### config.mk
export PLATFORM = sky130hd
export DESIGN_NAME = modulo_oposto_serial_flat
export DESIGN_NICKNAME = d
export VERILOG_FILES = /design/src/rtl/modulo_oposto_serial_pkg.sv /design/src/rtl/modulo_oposto_serial_if.sv /design/src/rtl/modulo_oposto_serial_negador.sv /design/src/rtl/modulo_oposto_serial.sv /design/src/flat_wrapper.sv
export SDC_FILE = /design/constraint.sdc
export NUM_CORES = 1
export LEC_CHECK = 0
export CAP_MARGIN = 30
export CORE_ASPECT_RATIO = 0.75
export CORE_MARGIN = 8
export CORE_UTILIZATION = 54
export CTS_BUF_LIST = sky130_fd_sc_hd__clkbuf_2 sky130_fd_sc_hd__clkbuf_4 sky130_fd_sc_hd__clkbuf_8
export DETAILED_ROUTE_END_ITERATION = 6
export PLACE_DENSITY_LB_ADDON = 0.3
export SLEW_MARGIN = 20
export SYNTH_ARGS = -nofsm -noshare
export SYNTH_HDL_FRONTEND = slang
export SYNTH_SLANG_ARGS = --single-unit
### constraint.sdc
create_clock -name clk -period 1.9 [get_ports clk]
set_input_delay 0.38 -clock clk [delete_from_list [all_inputs] [get_ports clk]]
set_output_delay 0.38 -clock clk [all_outputs]
set_load 0.05 [all_outputs]
### src/rtl/modulo_oposto_serial_pkg.sv
`timescale 1ns/1ps
// Shared arithmetic definitions for the serial negation datapath.
// Holds the FSM encoding, default operand width and counter sizing.
package modulo_oposto_serial_pkg;

  localparam int LARGURA_PADRAO = 8;

  typedef enum logic [1:0] {
    OCIOSO  = 2'd0,
    CALCULA = 2'd1,
    CONCLUI = 2'd2
  } estado_t;

  function automatic int largura_contador(input int largura);
    return $clog2(largura + 1);
  endfunction

  localparam int CNT_W = largura_contador(LARGURA_PADRAO);

endpackage

### src/rtl/modulo_oposto_serial_if.sv
`timescale 1ns/1ps
// Operand/result bus of the serial negation unit: start/entrada in, status and result out.
// The bus has no backpressure; start is only taken while pronto is high.
interface modulo_oposto_serial_if
  import modulo_oposto_serial_pkg::*;
#(
  parameter int LARGURA = LARGURA_PADRAO
);
  logic               start;
  logic [LARGURA:0]   entrada;
  logic               pronto;
  logic               ocupado;
  logic               valido;
  logic [LARGURA-1:0] saida;
  logic               erro;

  modport master (
    output start, entrada,
    input  pronto, ocupado, valido, saida, erro
  );

  modport slave (
    input  start, entrada,
    output pronto, ocupado, valido, saida, erro
  );
endinterface

### src/rtl/modulo_oposto_serial_negador.sv
`timescale 1ns/1ps
// Bit-serial two's-complement negation, LSB first: copy bits up to and including the first 1, invert the rest.
// Zero latency on bit_out; the seen-one flag updates on each enabled cycle; no backpressure.
module negador_bit_serial (
  input  logic clk,
  input  logic rst_n,
  input  logic limpa,
  input  logic habilita,
  input  logic bit_in,
  output logic bit_out
);

  logic visto_um;

  assign bit_out = visto_um ? ~bit_in : bit_in;

  always_ff @(posedge clk or negedge rst_n) begin
    if (!rst_n) begin
      visto_um <= 1'b0;
    end else if (limpa) begin
      visto_um <= 1'b0;
    end else if (habilita) begin
      visto_um <= visto_um | bit_in;
    end
  end

endmodule

### src/rtl/modulo_oposto_serial.sv
`timescale 1ns/1ps
// Serial negation of a (LARGURA+1)-bit signed operand into a LARGURA-bit magnitude plus overflow flag.
// valido in the 10th cycle after accept (LARGURA=8), one op per LARGURA+3 cycles; start ignored unless pronto.
module modulo_oposto_serial
  import modulo_oposto_serial_pkg::*;
#(
  parameter int LARGURA = LARGURA_PADRAO
) (
  input logic                 clk,
  input logic                 rst_n,
  modulo_oposto_serial_if.slave bus
);

  localparam int CW = largura_contador(LARGURA);

  estado_t            estado, estado_prox;
  logic [LARGURA:0]   operando;
  logic [LARGURA:0]   resultado;
  logic [LARGURA:0]   resultado_prox;
  logic [CW-1:0]      contador;
  logic [LARGURA-1:0] saida_q;
  logic               erro_q;
  logic               aceita;
  logic               desloca;
  logic               ultimo;
  logic               bit_neg;

  assign aceita  = (estado == OCIOSO) && bus.start;
  assign desloca = (estado == CALCULA);
  assign ultimo  = desloca && (contador == CW'(LARGURA));

  // Negated bits enter from the MSB side so the LSB lands at bit 0 after LARGURA+1 shifts.
  assign resultado_prox = {bit_neg, resultado[LARGURA:1]};

  negador_bit_serial u_negador (
    .clk      (clk),
    .rst_n    (rst_n),
    .limpa    (aceita),
    .habilita (desloca),
    .bit_in   (operando[0]),
    .bit_out  (bit_neg)
  );

  always_ff @(posedge clk or negedge rst_n) begin
    if (!rst_n) begin
      estado <= OCIOSO;
    end else begin
      estado <= estado_prox;
    end
  end

  always_comb begin
    estado_prox = estado;
    unique case (estado)
      OCIOSO:  if (bus.start) estado_prox = CALCULA;
      CALCULA: if (ultimo)    estado_prox = CONCLUI;
      CONCLUI:                estado_prox = OCIOSO;
      default:                estado_prox = OCIOSO;
    endcase
  end

  always_ff @(posedge clk or negedge rst_n) begin
    if (!rst_n) begin
      operando  <= '0;
      resultado <= '0;
      contador  <= '0;
    end else if (aceita) begin
      operando  <= bus.entrada;
      resultado <= '0;
      contador  <= '0;
    end else if (desloca) begin
      operando  <= operando >> 1;
      resultado <= resultado_prox;
      contador  <= contador + CW'(1);
    end
  end

  // The final bit is folded in on the way into the output register, so saida is fresh exactly in CONCLUI.
  always_ff @(posedge clk or negedge rst_n) begin
    if (!rst_n) begin
      saida_q <= '0;
      erro_q  <= 1'b0;
    end else if (ultimo) begin
      saida_q <= resultado_prox[LARGURA-1:0];
      erro_q  <= resultado_prox[LARGURA];
    end
  end

  assign bus.pronto  = (estado == OCIOSO);
  assign bus.ocupado = (estado == CALCULA);
  assign bus.valido  = (estado == CONCLUI);
  assign bus.saida   = saida_q;
  assign bus.erro    = erro_q;

endmodule

### src/flat_wrapper.sv
// flat-port wrapper written by rule: the top's interface ports become plain ports
module modulo_oposto_serial_flat import modulo_oposto_serial_pkg::*;
#(
  parameter int LARGURA = LARGURA_PADRAO
)
  (clk, rst_n, bus_start, bus_entrada, bus_pronto, bus_ocupado, bus_valido, bus_saida, bus_erro);
  modulo_oposto_serial_if #(.LARGURA(LARGURA)) bus_i ();
  input logic clk;
  input logic rst_n;
  input wire logic [$bits(bus_i.start)-1:0] bus_start;
  input wire logic [$bits(bus_i.entrada)-1:0] bus_entrada;
  output wire logic [$bits(bus_i.pronto)-1:0] bus_pronto;
  output wire logic [$bits(bus_i.ocupado)-1:0] bus_ocupado;
  output wire logic [$bits(bus_i.valido)-1:0] bus_valido;
  output wire logic [$bits(bus_i.saida)-1:0] bus_saida;
  output wire logic [$bits(bus_i.erro)-1:0] bus_erro;
  assign bus_i.start = bus_start;
  assign bus_i.entrada = bus_entrada;
  assign bus_pronto = bus_i.pronto;
  assign bus_ocupado = bus_i.ocupado;
  assign bus_valido = bus_i.valido;
  assign bus_saida = bus_i.saida;
  assign bus_erro = bus_i.erro;
  modulo_oposto_serial #(.LARGURA(LARGURA)) u_core (.clk(clk), .rst_n(rst_n), .bus(bus_i));
endmodule
* Word level (Yosys, flattened, before mapping)
Index checks and enable logic that the tools add are counted.
** Storage, ports and cells
- Bits in registers :: 34
- Input bits :: 12
- Output and inout port bits :: 12
- Logic and storage cells :: 32
** Operators by class
- Add/sub/neg operators :: 1
- Equality and inequality tests :: 5
- Muxes and demuxes :: 12
- Bitwise logic cells :: 2
- Reduce and logical (&&, ||, !) cells :: 5
** Operators by type and width (count)
- 2-to-1 mux 9 bit :: 4
- 2-to-1 mux 4 bit :: 2
- adder 4 x 1 -> 4 bit, second input constant :: 1
- equality test 4 bit, second input constant :: 1
- 2-to-1 mux 2 bit :: 2
- != test 2 bit, second input constant :: 2
- case mux 2 bit (2 select lines) :: 1
- 2-to-1 mux 1 bit :: 3
- equality test 2 x 1 -> 1 bit, second input constant :: 1
- equality test 2 bit, second input constant :: 1
- logical AND 1 bit :: 2
- logical NOT 2 bit :: 1
- AND reduction 2 bit :: 1
- nonzero test 2 bit :: 1
- NOT 1 bit :: 1
- OR 1 bit :: 1

* Logic depth before layout (Yosys ltp)
- Depth in word-level cells :: 4
- Gate-level depth with buffers :: 5
- Depth with buffers taken out :: 5

* Modules after synthesis
From an unflattened synthesis, not the netlist that was laid out.
** Unflattened totals
- Cells, all modules :: 136
- Area, all modules :: 1407.6 µm²
** Modules (own cells, without submodules)
- modulo_oposto_serial :: instances 1, cells each 130, area an instance 1351.3 µm², sequential area each 800.8 µm²
- negador_bit_serial :: instances 1, cells each 6, area an instance 56.3 µm², sequential area each 25.0 µm²

* Worst setup path before layout
OpenSTA, ideal clock, no wires.
- Path type :: reg2out
- From :: register u_core.estado[1]
- To :: output bus_ocupado
- Arrival :: 1.280 ns
- Required time :: 1.520 ns
- Slack :: 0.240 ns
- Cell stages (with the launch flop) :: 4
- Buffers on the path :: 1
- Cells stage by stage :: dfrtp_1 > nand2b_4 > inv_1 > clkbuf_1
** On the way
- Longest elaborated chain between the ends :: 1
** Ends and longest elaborated chain
- start, declared :: RTL line modulo_oposto_serial.sv:16 : estado_t estado, estado_prox;
- start signal, assigned :: RTL line modulo_oposto_serial.sv:48 : estado <= estado_prox;
- equality test 2 x 1 -> 1 bit :: RTL line modulo_oposto_serial.sv:90 : assign bus.ocupado = (estado == CALCULA);
- end, declared :: RTL line flat_wrapper.sv:13 : output wire logic [$bits(bus_i.ocupado)-1:0] bus_ocupado;
Every way passes these cells.

* Worst setup path after layout
Ends and elaborated chain as after synthesis.

==> impl.org <==
** Timing
- The clock arrives with ~0.0079 ns of skew.
- After layout, the worst path uses 91.5% of the clock period.
- Pin slew with the least headroom to its limit :: ~0.5 ns
- Number of endpoints failing setup at the final stage :: 0
- After routing, the total negative slack on setup checks comes to 0 ns.
- The count of final max-slew check failures is 0.
- Based on the critical path, the design can be clocked at up to roughly 570 MHz.
- Tightest slew margin relative to the limit :: 66.3%
- The number of hold violations in the final report was 0.
- Setup repair after global routing missed its margin :: false
- Clock period minus worst slack :: about 1.7 ns

** Global routing
- The total overflow left after global routing is 0.
- Entering global routing, the biggest net connects 34 pins.
- The first global-routing pass estimated approximately 4600 um of wire.
- The number of global-route vias before repair came to 1031.
- Antenna violations before repair :: 0
- Overall fraction of global-route tracks in use :: between 10% and 20%

** Logic synthesis
- Synthesis produced ~130 cells.
- Distinct cell type count after synthesis :: 23
- The most common cell in the synthesized netlist is nand2_1.
- Fraction of registers with async set/reset :: 100%
- Synthesized net count :: 149
- Cell type with the largest total area after synthesis :: dfrtp_1
- Register area share after synthesis :: 58.9%
- After synthesis, the most frequently instantiated cells are nand2_1 (35), dfrtp_1 (33), nand3_1 (13), mux2_2 (9), nor2_1 (7).
- A synthesized cell averages 10.5 um^2.
- Main flop type after synthesis :: dfrtp_1
- EDFF count, synth :: 0
- Portion of synthesized cell area occupied by the leading cell type :: roughly 59%
- Post-synthesis sequential element count :: 33
- After synthesis, the cell types taking the most area are dfrtp_1 (59%), nand2_1 (9.4%), mux2_2 (7.2%).
- Warnings, synthesis :: 0
- Area of the mapped netlist :: ~0.0014 mm^2

** Setup path
- The endpoint identified for the worst register-to-register timing path is u_core.bus.saida[3]$_DFFE_PN0P_.
- At the worst endpoint, the arrival time is about 1.4 ns.
- Of all nets on the critical path, the largest fanout is 11.
- For the worst setup path, the data required time is about 1.5 ns.
- The critical path in this run is classified as flip-flop to primary output.
- The number of cells on the worst reg-to-reg path is 5.
- The worst setup path is launched from a flip-flop.
- CP endpoint kind :: primary output
- RR Startpoint :: u_core.contador[1]$_DFFE_PN0P_
- Setup slack of the most critical reg-to-reg path :: roughly 0.24 ns

** Routing
- Detailed Routing Iterations Pass 1 :: 4
- The count of nets left with antenna violations once routing finished came out at 0.
- After detailed routing, the average wire length per cell comes to 13.7 um.
- After detailed routing, the number of remaining DRC violations is 0.
- In the routed layout, each cell is associated on average with a via count of roughly 5.3.
- After the first detailed-routing iteration, the DRC count stood at 56.
- For this block, the routed nets add up to 2770 um of wire.
- The routed layout has 1067 vias.

** Worst hold path
- The tightest min-delay check is of the input pin to asynchronous set/reset pin type.

** Finish
- Syn-to-layout area delta :: 27.1%
- After the flow finishes, the layout carries non-filler instances totaling 202.
- Total Nets Final :: 180
- Count of inserted antenna diode cells :: 0
- In the final layout, the share of cells above drive strength 1 is ~22%.

** Pwr
- Across the VDD grid, the largest voltage drop is 0.000885 V.
- In this run the static leakage power is between 0.8 and 0.9 nW.
- Power per unit of standard cell area :: roughly 1700 mW/mm^2

** Floorplanning
- After floorplanning, the core was divided into 16 placement rows.
- The floorplan step defined a die boundary enclosing ~0.0045 mm^2.
- The core region is 0.00254 mm^2.
- In this run the vertical extent of the chip is 60.1 um.
- Measured along the x axis, the die boundary spans ~75 um.
- 24 I/O pins were placed.
- Initial standard-cell utilization of the core :: 55.1%

** CTS
- Buffers inserted during clock tree synthesis total 5.
- Hold repair after CTS inserted 0 buffers.
- In this run the deepest clock path goes through 2 buffers.
- Root buffer selected by CTS :: clkbuf_4
- TritonCTS built the clock tree.
- Clock-pin slew was measured on the worst setup and hold paths at 0.10 ns.
- Number of sinks driven by the clock tree :: 33
- The later pin in the worst-skew pair is clocked with a latency of between 0.3 and 0.4 ns.
- # H-tree levels :: 2

** Place
- Port Buf Inserts :: 23
- Number of cells after detailed placement :: slightly below 200
- At the end of routability-driven placement, the weighted congestion stood at ~0.74.
- Detailed placement ended at an HPWL of between 1500 and 2000 um.

** Run status
- Outcome :: finished, final reports clean

** Run
- Across the run, the number of max-cap violations was 0.
registers in the layout, summed over array words and instances, names as in the netlist:
register / cells
u_core.bus.erro: 1
u_core.bus.saida: 8
u_core.contador: 4
u_core.estado: 2
u_core.operando: 9
u_core.resultado: 8
u_core.u_negador.visto_um: 1
cell type report:
| type | count | area, um^2 |
|---|---|---|
| Multi-Input combinational cell | 89 | 527 |
| Fill cell | 200 | 762 |
| Inverter | 5 | 22.5 |
| Timing Repair Buffer | 31 | 300 |
| Clock buffer | 8 | 60.1 |
| Tap cell | 36 | 45.0 |
| Sequential cell | 33 | 826 |
how the worst max path moves through the flow:
stage	from	slack (ns)	end
3_3_place_gp	bus_start	0.20	u_core.contador[2]$_DFFE_PN0P_
2_1_floorplan	u_core.estado[1]$_DFFE_PN0P_	0.24	bus_ocupado
6_report	u_core.estado[1]$_DFFE_PN0P_	0.16	bus_ocupado
3_5_place_dp	bus_start	0.15	u_core.u_negador.visto_um$_DFFE_PN0P_
4_1_cts	u_core.bus.saida[3]$_DFFE_PN0P_	0.003	bus_saida[3]
5_1_grt	u_core.estado[1]$_DFFE_PN0P_	0.10	bus_ocupado
per-layer routing:
metal,vias to the layer above,track usage (%),part of all wire [%]
met1,516,16.8,46
li1,518,-,-
met2,25,21.0,47
met3,8,4.36,5.2
met4,0,8.33,2.2
met5,-,0,0
critical path, stage by stage, from the launching register on:
cell and delay [ns]:
dfrtp_1 0.42, nand2b_4 0.25, clkinvlp_4 0.17, buf_12 0.17
what timing repair did:
action | CTS | global route
setup buffers | 1 | 0
cloned | 0 | 0
resized for setup | 1 | 3
setup endpoints to repair | 1 | 3
metrics by stage:
step           util (%)  hold slack, ns  instance area (um^2)  power, mW  setup WS, ns
3_3_place_gp       66.9           0.463                  1700       2.62         0.197
4_1_cts            69.7           0.434                  1770       3.13       0.00278
2_1_floorplan         -          0.0844                  1400       2.19         0.240
6_report           70.0           0.428                  1780       3.10         0.161
3_5_place_dp       66.9           0.478                  1700       2.69         0.151
5_1_grt            70.0           0.462                  1780       3.32         0.104
kinds of logic after synthesis:
family / synth area share, %
buffers and inverters: 3.48
AND/OR/NAND/NOR: 21.1
adder cells (fa/ha/maj): 2.68
multiplexers: 7.95
AO/OA/AOI/OAI: 5.89
flip-flops: 58.9
placed cells by master (no fill, tap or decap), types with 3 or more instances in the layout:
cell and count:
a31oi_1 6, nand3_1 13, clkbuf_4 8, inv_1 4, buf_4 15, nand2_1 35, nor2_1 7, o21ai_0 4
dlymetal6s2s_1 3, mux2_2 9, ha_1 3, dfrtp_1 33, clkdlybuf4s50_1 11
power by group:
| part | leakage (nW) | total [mW] | switching, mW | internal (mW) |
|---|---|---|---|---|
| Clock | 0.0368 | 0.415 | 0.225 | 0.190 |
| Sequential | 0.410 | 1.21 | 0.204 | 1.01 |
| Combinational | 0.451 | 1.47 | 0.906 | 0.567 |
| Total | 0.898 | 3.10 | 1.33 | 1.77 |
(Power assumes the default switching activity.)
